`config.mk`:
```
export PLATFORM = sky130hd
export DESIGN_NAME = free_play_history_display_flat
export DESIGN_NICKNAME = d
export VERILOG_FILES = /design/src/rtl/free_play_history_display_if.sv /design/src/rtl/free_play_history_display.sv /design/src/flat_wrapper.sv
export SDC_FILE = /design/constraint.sdc
export NUM_CORES = 1
export LEC_CHECK = 0
export ABC_CLOCK_PERIOD_IN_PS = 1900
export CORE_MARGIN = 2
export CORE_UTILIZATION = 46
export DETAILED_ROUTE_END_ITERATION = 12
export GPL_TIMING_DRIVEN = 0
export PLACE_DENSITY = 0.76
export SLEW_MARGIN = 20
export SYNTH_ARGS = -nofsm -noshare
export SYNTH_HDL_FRONTEND = slang
export SYNTH_SLANG_ARGS = --single-unit
```
`constraint.sdc`:
```
create_clock -name clk -period 1.9 [get_ports clk]
set_clock_uncertainty 0.1 [all_clocks]
set_input_delay 0.38 -clock clk [delete_from_list [all_inputs] [get_ports clk]]
set_output_delay 0.38 -clock clk [all_outputs]
set_load 0.02 [all_outputs]
```
`src/rtl/free_play_history_display_if.sv`:
```
// Free-play display bus: mode/keyboard inputs in, scanned seven-segment drive out.
// The slave side is the display block; the master side is whoever drives the keyboard inputs.
interface free_play_history_display_if #(
    parameter int NUM_DIGITS = 8
);
    logic                  en;
    logic                  clr;
    logic [1:0]            octave;
    logic [2:0]            note;
    logic [NUM_DIGITS-1:0] seg_en;
    logic [7:0]            seg_outl;
    logic [7:0]            seg_outr;

    modport master (
        output en, clr, octave, note,
        input  seg_en, seg_outl, seg_outr
    );

    modport slave (
        input  en, clr, octave, note,
        output seg_en, seg_outl, seg_outr
    );
endinterface

```
`src/rtl/free_play_history_display.sv`:
```
// Free-play seven-segment display: "FP" label plus a history of recent notes,
// with a built-in two-bus digit scanner (left bus = upper half, right bus = lower half).
module free_play_history_display #(
    parameter int NUM_DIGITS = 8,
    parameter int SCAN_DIV   = 100000,
    parameter int CNT_W      = 17
) (
    input logic                        clk,
    input logic                        rst,
    free_play_history_display_if.slave bus
);
    localparam int HALF       = NUM_DIGITS / 2;
    localparam int HIST_DEPTH = (NUM_DIGITS - 2) / 2;
    localparam int IDX_W      = (HALF > 1) ? $clog2(HALF) : 1;
    localparam int DIG_W      = IDX_W + 1;

    localparam logic [CNT_W-1:0] DIV_LAST = CNT_W'(SCAN_DIV - 1);
    localparam logic [IDX_W-1:0] IDX_LAST = IDX_W'(HALF - 1);
    localparam logic [DIG_W-1:0] HALF_OFS = DIG_W'(HALF);

    localparam logic [7:0] GLYPH_F     = 8'h8E;
    localparam logic [7:0] GLYPH_P     = 8'hCE;
    localparam logic [7:0] GLYPH_BLANK = 8'h00;

    function automatic logic [7:0] digit_glyph(input logic [2:0] n);
        logic [7:0] g;
        case (n)
            3'd0:    g = 8'hFC;
            3'd1:    g = 8'h60;
            3'd2:    g = 8'hDA;
            3'd3:    g = 8'hF2;
            3'd4:    g = 8'h66;
            3'd5:    g = 8'hB6;
            3'd6:    g = 8'hBE;
            default: g = 8'hE0;
        endcase
        return g;
    endfunction

    function automatic logic [7:0] octave_glyph(input logic [1:0] o);
        logic [7:0] g;
        case (o)
            2'b10:   g = 8'h6E;
            2'b01:   g = 8'hEC;
            2'b00:   g = 8'h1C;
            default: g = GLYPH_BLANK;
        endcase
        return g;
    endfunction

    logic [HIST_DEPTH-1:0] hist_v;
    logic [1:0]            hist_oct  [HIST_DEPTH];
    logic [2:0]            hist_note [HIST_DEPTH];
    logic [2:0]            note_q;

    logic [CNT_W-1:0]      div_cnt;
    logic [IDX_W-1:0]      idx;

    logic                  push;
    logic                  live;
    logic [7:0]            glyph [NUM_DIGITS];
    logic [DIG_W-1:0]      r_sel;
    logic [DIG_W-1:0]      l_sel;
    logic [NUM_DIGITS-1:0] en_mask;

    // A push needs a note that differs from last cycle's, so holding a key
    // (or holding it through a clear) never pushes again.
    assign push = bus.en && (bus.note != 3'd0) && (bus.note != note_q);
    assign live = bus.en && (bus.note != 3'd0) && hist_v[0];

    always_ff @(posedge clk or negedge rst) begin
        if (!rst) begin
            hist_v <= '0;
            note_q <= 3'd0;
            for (int k = 0; k < HIST_DEPTH; k++) begin
                hist_oct[k]  <= 2'd0;
                hist_note[k] <= 3'd0;
            end
        end else begin
            note_q <= bus.note;
            if (bus.clr) begin
                hist_v <= '0;
            end else if (push) begin
                for (int k = HIST_DEPTH - 1; k > 0; k--) begin
                    hist_v[k]    <= hist_v[k-1];
                    hist_oct[k]  <= hist_oct[k-1];
                    hist_note[k] <= hist_note[k-1];
                end
                hist_v[0]    <= 1'b1;
                hist_oct[0]  <= bus.octave;
                hist_note[0] <= bus.note;
            end
        end
    end

    // The scan keeps running while disabled so re-enabling resumes mid-cycle.
    always_ff @(posedge clk or negedge rst) begin
        if (!rst) begin
            div_cnt <= '0;
            idx     <= '0;
        end else if (div_cnt == DIV_LAST) begin
            div_cnt <= '0;
            idx     <= (idx == IDX_LAST) ? '0 : idx + 1'b1;
        end else begin
            div_cnt <= div_cnt + 1'b1;
        end
    end

    always_comb begin
        for (int d = 0; d < NUM_DIGITS; d++) begin
            glyph[d] = GLYPH_BLANK;
        end
        glyph[NUM_DIGITS-1] = GLYPH_F;
        glyph[NUM_DIGITS-2] = GLYPH_P;
        for (int k = 0; k < HIST_DEPTH; k++) begin
            if (hist_v[k]) begin
                glyph[2*k+1] = octave_glyph(hist_oct[k]);
                glyph[2*k]   = digit_glyph(hist_note[k]);
            end
        end
        if (live) begin
            glyph[0][0] = 1'b1;
        end
    end

    always_comb begin
        r_sel          = {1'b0, idx};
        l_sel          = r_sel + HALF_OFS;
        en_mask        = '0;
        en_mask[r_sel] = 1'b1;
        en_mask[l_sel] = 1'b1;
    end

    always_ff @(posedge clk or negedge rst) begin
        if (!rst) begin
            bus.seg_en   <= '0;
            bus.seg_outl <= 8'h00;
            bus.seg_outr <= 8'h00;
        end else if (!bus.en) begin
            bus.seg_en   <= '0;
            bus.seg_outl <= 8'h00;
            bus.seg_outr <= 8'h00;
        end else begin
            bus.seg_en   <= en_mask;
            bus.seg_outl <= glyph[l_sel];
            bus.seg_outr <= glyph[r_sel];
        end
    end
endmodule

```
`src/flat_wrapper.sv`:
```
// flat-port wrapper written by rule: the top's interface ports become plain ports
module free_play_history_display_flat 
#(
    parameter int NUM_DIGITS = 8,
    parameter int SCAN_DIV   = 100000,
    parameter int CNT_W      = 17
)
  (clk, rst, bus_en, bus_clr, bus_octave, bus_note, bus_seg_en, bus_seg_outl, bus_seg_outr);
  free_play_history_display_if #(.NUM_DIGITS(NUM_DIGITS)) bus_i ();
  input logic clk;
  input logic rst;
  input wire logic [$bits(bus_i.en)-1:0] bus_en;
  input wire logic [$bits(bus_i.clr)-1:0] bus_clr;
  input wire logic [$bits(bus_i.octave)-1:0] bus_octave;
  input wire logic [$bits(bus_i.note)-1:0] bus_note;
  output wire logic [$bits(bus_i.seg_en)-1:0] bus_seg_en;
  output wire logic [$bits(bus_i.seg_outl)-1:0] bus_seg_outl;
  output wire logic [$bits(bus_i.seg_outr)-1:0] bus_seg_outr;
  assign bus_i.en = bus_en;
  assign bus_i.clr = bus_clr;
  assign bus_i.octave = bus_octave;
  assign bus_i.note = bus_note;
  assign bus_seg_en = bus_i.seg_en;
  assign bus_seg_outl = bus_i.seg_outl;
  assign bus_seg_outr = bus_i.seg_outr;
  free_play_history_display #(.NUM_DIGITS(NUM_DIGITS), .SCAN_DIV(SCAN_DIV), .CNT_W(CNT_W)) u_core (.clk(clk), .rst(rst), .bus(bus_i));
endmodule
```
==> results of run 1 <==
layout make-up:
type	instances	area share
clock inverter	5	0.0199
multi-input combinational	190	0.376
clock buffer	11	0.0402
sequential	59	0.393
tap	77	0.0256
inverter	14	0.0146
timing repair buffer	38	0.0981
buffer	19	0.0326
worst max-delay path: cells and delay by family (launching register included):
| kind | cells | cell delay [ns] |
|---|---|---|
| buffers and inverters | 1 | 0.22 |
| AND/OR/NAND/NOR | 3 | 1.02 |
| flip-flops | 1 | 0.40 |
power by group:
group | leakage, nW | internal [mW] | switching (mW) | total, mW
sequential | 0.762 | 1.39 | 0.107 | 1.50
combinational | 0.921 | 0.397 | 0.487 | 0.884
clock | 0.119 | 0.803 | 0.499 | 1.30
total | 1.80 | 2.59 | 1.09 | 3.69
stage by stage:
step | util | area (µm²) | hold slack, ns
after floorplan | - | 3060 | -0.0156
after global placement | 0.543 | 3470 | 0.379
after detailed placement | 0.542 | 3460 | 0.378
after CTS | 0.581 | 3710 | 0.0220
after global routing | 0.589 | 3760 | 0.0728
final | 0.589 | 3760 | 0.00484
how the worst min path moves through the flow:
stage                  startpoint              endpoint  depth (start not counted)
2_1_floorplan                 rst  u_core.bus.seg_en[3]                          0
5_1_grt                       rst     u_core.div_cnt[8]                          1
6_report                      rst    u_core.div_cnt[11]                          1
3_3_place_gp   u_core.div_cnt[14]    u_core.div_cnt[14]                          1
3_5_place_dp   u_core.div_cnt[14]    u_core.div_cnt[14]                          1
4_1_cts                       rst         u_core.idx[1]                          1
layer usage:
layer / vias up / track usage / wire [µm]
met5: - / 0 / 0
met1: 1105 / 0.244 / 2810
met4: 0 / 0.102 / 196
li1: 1069 / - / -
met2: 71 / 0.288 / 2970
met3: 17 / 0.0481 / 352
registers in the layout, indices dropped and copies added (netlist names):
name                 cells
u_core.bus.seg_outl      7
u_core.hist_oct          6
u_core.bus.seg_outr      8
u_core.idx               2
u_core.note_q            3
u_core.div_cnt          17
u_core.hist_v            3
u_core.bus.seg_en        4
u_core.hist_note         9
repair_timing:
action                                  4_1_cts  5_1_grt
pin swaps                                     2        4
gates cloned                                  0        1
endpoints found under the setup margin       35       19
setup buffers                                 2        4
gates resized for setup                       8       11
Yosys cell counts, drive strengths merged, types with 2 or more instances:
library cell | number | area (µm²)
a21oi | 11 | 55.1
and2 | 4 | 25.0
and3 | 7 | 43.8
buf | 9 | 80.1
clkbuf | 12 | 45.0
dfrtp | 59 | 1480
ha | 17 | 213
inv | 14 | 52.6
maj3 | 2 | 20.0
mux2 | 10 | 131
mux2i | 10 | 100
nand2 | 13 | 48.8
nand3 | 7 | 35.0
nand4 | 6 | 37.5
nor2 | 23 | 86.3
nor2b | 6 | 37.5
nor3 | 7 | 35.0
nor4 | 4 | 40.0
nor4b | 2 | 17.5
o211ai | 4 | 30.0
o21a | 2 | 15.0
o21ai | 8 | 40.0
o21bai | 2 | 15.0
o22ai | 4 | 25.0
or3 | 2 | 12.5
or4b | 2 | 23.8
xnor2 | 14 | 123
xor2 | 9 | 78.8
cells by family (layout without fill, tap and decap cells):
kind of cell / Yosys count / after routing / share of synthesized area
adders and majority gates: 19 / 19 / 0.0761
xor gates and xnor gates: 23 / 23 / 0.0659
other: 1 / 1 / 0.00123
DFF: 59 / 59 / 0.483
AOI/OAI and AO/OA: 39 / 39 / 0.0830
buffers and inverters: 35 / 87 / 0.0581
and+or+nand+nor: 88 / 88 / 0.157
muxes: 20 / 20 / 0.0757
==> qor.csv, run 1 <==
stage,metric,value,unit
status,status,"complete, no violations",
detailed_routing,via/cell ratio,5.48,
detailed_routing,ANT nets after route,0,
final_layout,post-layout net count,357,
final_layout,Area Growth Syn to Fin,23.0,%
sta,slew margin rel.,0.517,
clocking,CTS Sinks,59,
min_path,Tightest Hold Check Type,input port to asynchronous set/reset pin,
sta,unrepaired setup endpoints after global routing,yes,
sta,worst setup margin,0.0447,ns
synth,"FFs w/ async S/R, synth",1.00,
pwr,Pwr Density,979,nW/µm²
critical_path,CP Data Arrival Time,1.98,ns
sta,# setup viols final,0,
detailed_routing,drt total wl,6.33,mm
synth,Post-synth EDFFs,0,
clocking,Clock Latency Late Sink,0.34,ns
critical_path,slowest CP cell,or4b_4,
critical_path,Critical Path End,u_core.div_cnt[3],
global_route,GR Overflow Total,0,
detailed_routing,DR vias,2262,
placement,Post-Place Setup Slack,-0.602,ns
synth,Synth Area per Inst,10.8,µm²
detailed_routing,Iteration-0 DRC Markers,214,
clocking,H-tree depth,3,
critical_path,worst endpoint required time,2.03,ns
synth,register area share after synthesis,0.483,
detailed_routing,wire length per cell,15.3,µm
synth,Post-Syn Nets,310,
floorplan,die area,7320,µm²
critical_path,reg2reg start,u_core.div_cnt[8],
placement,final weighted congestion in routability-driven placement,0.842,
sta,Fin. Hold Viols,0,
synth,mapped cell area,3060,µm²
placement,IO Port Bufs,31,
sta,Peak Freq,0.539,GHz
global_route,largest net degree at the start of global routing,60,
final_layout,FF/Latch Area,1480,µm²
critical_path,"slowest stage delay, CP",0.55,ns
synth,Synth Warn #,0,
floorplan,row cnt,29,
floorplan,I/O pins,33,
global_route,number of global-route vias before repair,2162,
clocking,register clock-pin slew on the reported worst setup and hold paths,0.07,ns
critical_path,R2R setup slack,0.04,ns
critical_path,r2r endpoint,u_core.div_cnt[3],
placement,DPL Wire Length,4.10,mm
synth,post-synthesis cell count,284,
final_layout,"commonest cells after routing, fill and taps aside","dfrtp_1, nor2_1, clkdlybuf4s50_1",
final_layout,multi-input logic area,1420,µm²
critical_path,critical path startpoint,u_core.div_cnt[8],
final_layout,"most common cell after layout, fill and taps aside",dfrtp_1,
global_route,first-pass GRT wire length,10.5,mm
global_route,gr usage total,0.188,
floorplan,Initial Util,0.479,
clocking,Max Root-Sink Buffers,2,
synth,ys flop type,dfrtp_1,
critical_path,startpoint types,flip-flop,
sta,Final TNS setup,0,ns
sta,Worst Max-Slew Pin Slew,0.724,ns
pwr,Tot Pwr,3.69,mW
critical_path,"critical path fanouts, max",5,
critical_path,crit path kind,flip-flop to flip-flop,
sta,Final Max Slew Viols,0,
floorplan,die span in x,85.6,µm
final_layout,Layout Cells excl Fill,413,
clocking,CTS tree,built,
sta,fin crit share,0.976,
pwr,Worst IR Drop VDD,0.542,mV
critical_path,chain of cells forming the critical path,or4b_4 -> nor4_4 -> buf_4 -> nor2_1,
sta,minimum clock period,1.86,ns
pwr,leakage,1.80,nW
detailed_routing,First-pass DRT Iterations,5,
global_route,initial antenna violation count,0,
final_layout,share of post-route cells with drive strength above 1,0.152,
synth,post-synthesis register bit count,59,
floorplan,die height,85.6,µm
final_layout,Antenna diodes,0,
detailed_routing,Residual DRC,0,
critical_path,R2R depth,4,
final_layout,fillcell total,520,
floorplan,core area,6390,µm²
run,MaxCap Viol Count,0,
synth,Netlist cell types,48,
clocking,Root Driver,clkbuf_8,
critical_path,critical path capture point type,flip-flop,
clocking,cts bufs inserted,9,
placement,placed cells,392,
clocking,# hold bufs at CTS,0,
Note: power is estimated with default switching activity, not from simulation.
==> inputs of run 2 (changes only) <==
CORE_UTILIZATION = 30   (was 46)
DONT_BUFFER_PORTS = 1   (was unset)
PLACE_DENSITY = 0.51   (was 0.76)
==> qor.csv, run 2 (synthesized netlist as in run 1, its figures left out) <==
stage,metric,value,unit,change
status,status,"complete, no violations",,
detailed_routing,DR vias,2033,,-10%
floorplan,die height,105,µm,+23%
run,MaxCap Viol Count,0,,unchanged
placement,IO Port Bufs,0,,-100%
global_route,initial antenna violation count,0,,unchanged
critical_path,worst endpoint required time,2.02,ns,about the same
detailed_routing,via/cell ratio,4.65,,-15%
clocking,Max Root-Sink Buffers,2,,unchanged
critical_path,crit path kind,flip-flop to flip-flop,,
final_layout,"most common cell after layout, fill and taps aside",dfrtp_1,,
critical_path,r2r endpoint,u_core.idx[0],,
global_route,GR Overflow Total,0,,unchanged
critical_path,"slowest stage delay, CP",0.55,ns,about the same
final_layout,Layout Cells excl Fill,437,,+5.8%
floorplan,core area,9820,µm²,+54%
min_path,Tightest Hold Check Type,input port to flip-flop,,
global_route,largest net degree at the start of global routing,60,,unchanged
final_layout,biggest regs,"u_core.div_cnt: 17 flops, u_core.hist_note: 9 flops, u_core.bus.seg_outr: 8 flops",,
critical_path,chain of cells forming the critical path,or4b_4 -> nor4_4 -> buf_6 -> mux2i_1,,
detailed_routing,wire length per cell,14.4,µm,-6.2%
global_route,first-pass GRT wire length,10.6,mm,+0.99%
critical_path,reg2reg start,u_core.div_cnt[12],,
sta,worst setup margin,0.0708,ns,+0.0261 ns
final_layout,"commonest cells after routing, fill and taps aside","dfrtp_1, nor2_1, ha_1",,
sta,# setup viols final,0,,unchanged
placement,final weighted congestion in routability-driven placement,0.850,,+0.94%
sta,Fin. Hold Viols,0,,unchanged
detailed_routing,drt total wl,6.28,mm,-0.74%
critical_path,critical path startpoint,u_core.div_cnt[12],,
final_layout,Antenna diodes,0,,unchanged
final_layout,max reg flops,17,,unchanged
pwr,Pwr Density,969,nW/µm²,-1.1%
sta,Peak Freq,0.547,GHz,+1.4%
clocking,cts bufs inserted,9,,unchanged
placement,Post-Place Setup Slack,-0.135,ns,+0.467 ns
detailed_routing,First-pass DRT Iterations,4,,-1
critical_path,Critical Path End,u_core.idx[0],,
floorplan,row cnt,36,,+24%
placement,placed cells,417,,+6.4%
floorplan,die span in x,105,µm,+23%
floorplan,die area,11000,µm²,+51%
clocking,register clock-pin slew on the reported worst setup and hold paths,0.06,ns,about the same
critical_path,R2R setup slack,0.07,ns,+0.03 ns
sta,unrepaired setup endpoints after global routing,yes,,
clocking,Clock Latency Late Sink,0.35,ns,about the same
critical_path,CP Data Arrival Time,1.95,ns,-0.03 ns
sta,fin crit share,0.963,,-0.0137
final_layout,Area Growth Syn to Fin,14.2,%,
critical_path,critical path capture point type,flip-flop,,
clocking,Root Driver,clkbuf_8,,
global_route,gr usage total,0.126,,-0.0619
critical_path,slowest CP cell,or4b_4,,
critical_path,startpoint types,flip-flop,,
pwr,Worst IR Drop VDD,0.262,mV,-52%
detailed_routing,ANT nets after route,0,,unchanged
placement,DPL Wire Length,4.29,mm,+4.6%
sta,Final Max Slew Viols,0,,unchanged
clocking,CTS Sinks,59,,unchanged
clocking,CTS tree,built,,
sta,minimum clock period,1.83,ns,-0.0261 ns
final_layout,share of post-route cells with drive strength above 1,0.135,,-0.0169
detailed_routing,Residual DRC,0,,unchanged
critical_path,R2R depth,4,,unchanged
global_route,number of global-route vias before repair,2038,,-5.7%
floorplan,I/O pins,33,,unchanged
floorplan,Initial Util,0.312,,-0.167
detailed_routing,Iteration-0 DRC Markers,102,,-52%
final_layout,post-layout net count,326,,-8.7%
final_layout,largest reg by FF count,u_core.div_cnt,,
pwr,leakage,1.59,nW,-12%
clocking,H-tree depth,3,,unchanged
critical_path,"critical path fanouts, max",10,,+5
final_layout,fillcell total,1015,,+95%
==> run 2: changes by cell type in the layout (fill, tap and decap cells not counted), moves of 2 or more <==
cell / delta
buf_4: -7
bufinv_16: -2
clkdlybuf4s50_1: -22
dlygate4sd2_1: -3
dlygate4sd3_1: +5
dlymetal6s2s_1: -5
==> run 2: worst max-delay path: cells and delay by family, from the launching register on <==
family	cells	cell delay, ns
flops	1	0.42
simple gates	2	0.92
mux	1	0.07
buf+inv	1	0.20
==> run 2: metrics by stage <==
step	utilization	power (mW)	TNS, ns	cell area [µm²]	hold WS [ns]
3_3_place_gp	0.328	2.30	-0.943	3230	-0.0130
4_1_cts	0.356	3.43	0	3500	0.0651
5_1_grt	0.356	3.63	-0.0548	3490	0.0590
3_5_place_dp	0.328	2.31	-0.689	3230	-0.0128
2_1_floorplan	-	2.14	0	3060	-0.0156
6_report	0.356	3.39	0	3490	0.0785
==> run 2: layer usage <==
metal / routed length [µm] / share of wire / global-route usage / vias to the layer above
met3: 339 / 0.054 / 0.0430 / 11
met2: 2690 / 0.43 / 0.173 / 46
met4: 131 / 0.021 / 0.0638 / 0
met1: 3120 / 0.50 / 0.173 / 975
met5: 0 / 0 / 0 / -
li1: - / - / - / 1001
==> run 2: how the worst min path moves through the flow <==
stage	start	end	slack, ns	cells after the start
final	bus_octave[0]	u_core.hist_oct[4]	0.08	1
after global routing	bus_note[2]	u_core.hist_note[8]	0.06	1
after CTS	bus_octave[1]	u_core.hist_oct[5]	0.07	1
after detailed placement	rst	u_core.div_cnt[12]	-0.01	0
after global placement	rst	u_core.div_cnt[11]	-0.01	0
after floorplan	rst	u_core.bus.seg_en[3]	-0.02	0
==> run 2: cell type report <==
type | instances | area (µm²) | area share
Clock inverter | 2 | 10.0 | 0.00286
Clock buffer | 13 | 169 | 0.0483
Multi-Input combinational cell | 190 | 1410 | 0.404
Tap cell | 133 | 166 | 0.0476
Buffer | 19 | 124 | 0.0354
Inverter | 14 | 52.6 | 0.0150
Timing Repair Buffer | 7 | 85.1 | 0.0243
Sequential cell | 59 | 1480 | 0.422
==> run 2: repair_timing <==
item,CTS,global route
resized for setup,3,4
buffers inserted,1,0
setup endpoints to repair,22,11
hold buffers,6,0
pin swaps,2,0
endpoints found under the hold margin,65,0
==> run 2: power by group <==
group / leakage (nW) / internal, mW / total, mW / switching [mW]
Combinational: 0.734 / 0.369 / 0.812 / 0.443
Sequential: 0.764 / 1.39 / 1.52 / 0.124
Clock: 0.0953 / 0.569 / 1.06 / 0.488
==> inputs of run 3 (changes only) <==
CTS_CLUSTER_SIZE = 25   (was unset)
GPL_ROUTABILITY_DRIVEN = 0   (was unset)
HOLD_SLACK_MARGIN = 0.05   (was unset)
==> results of run 3 <==
Same layout as run 2: the final DEF is identical, and so are final timing and power.
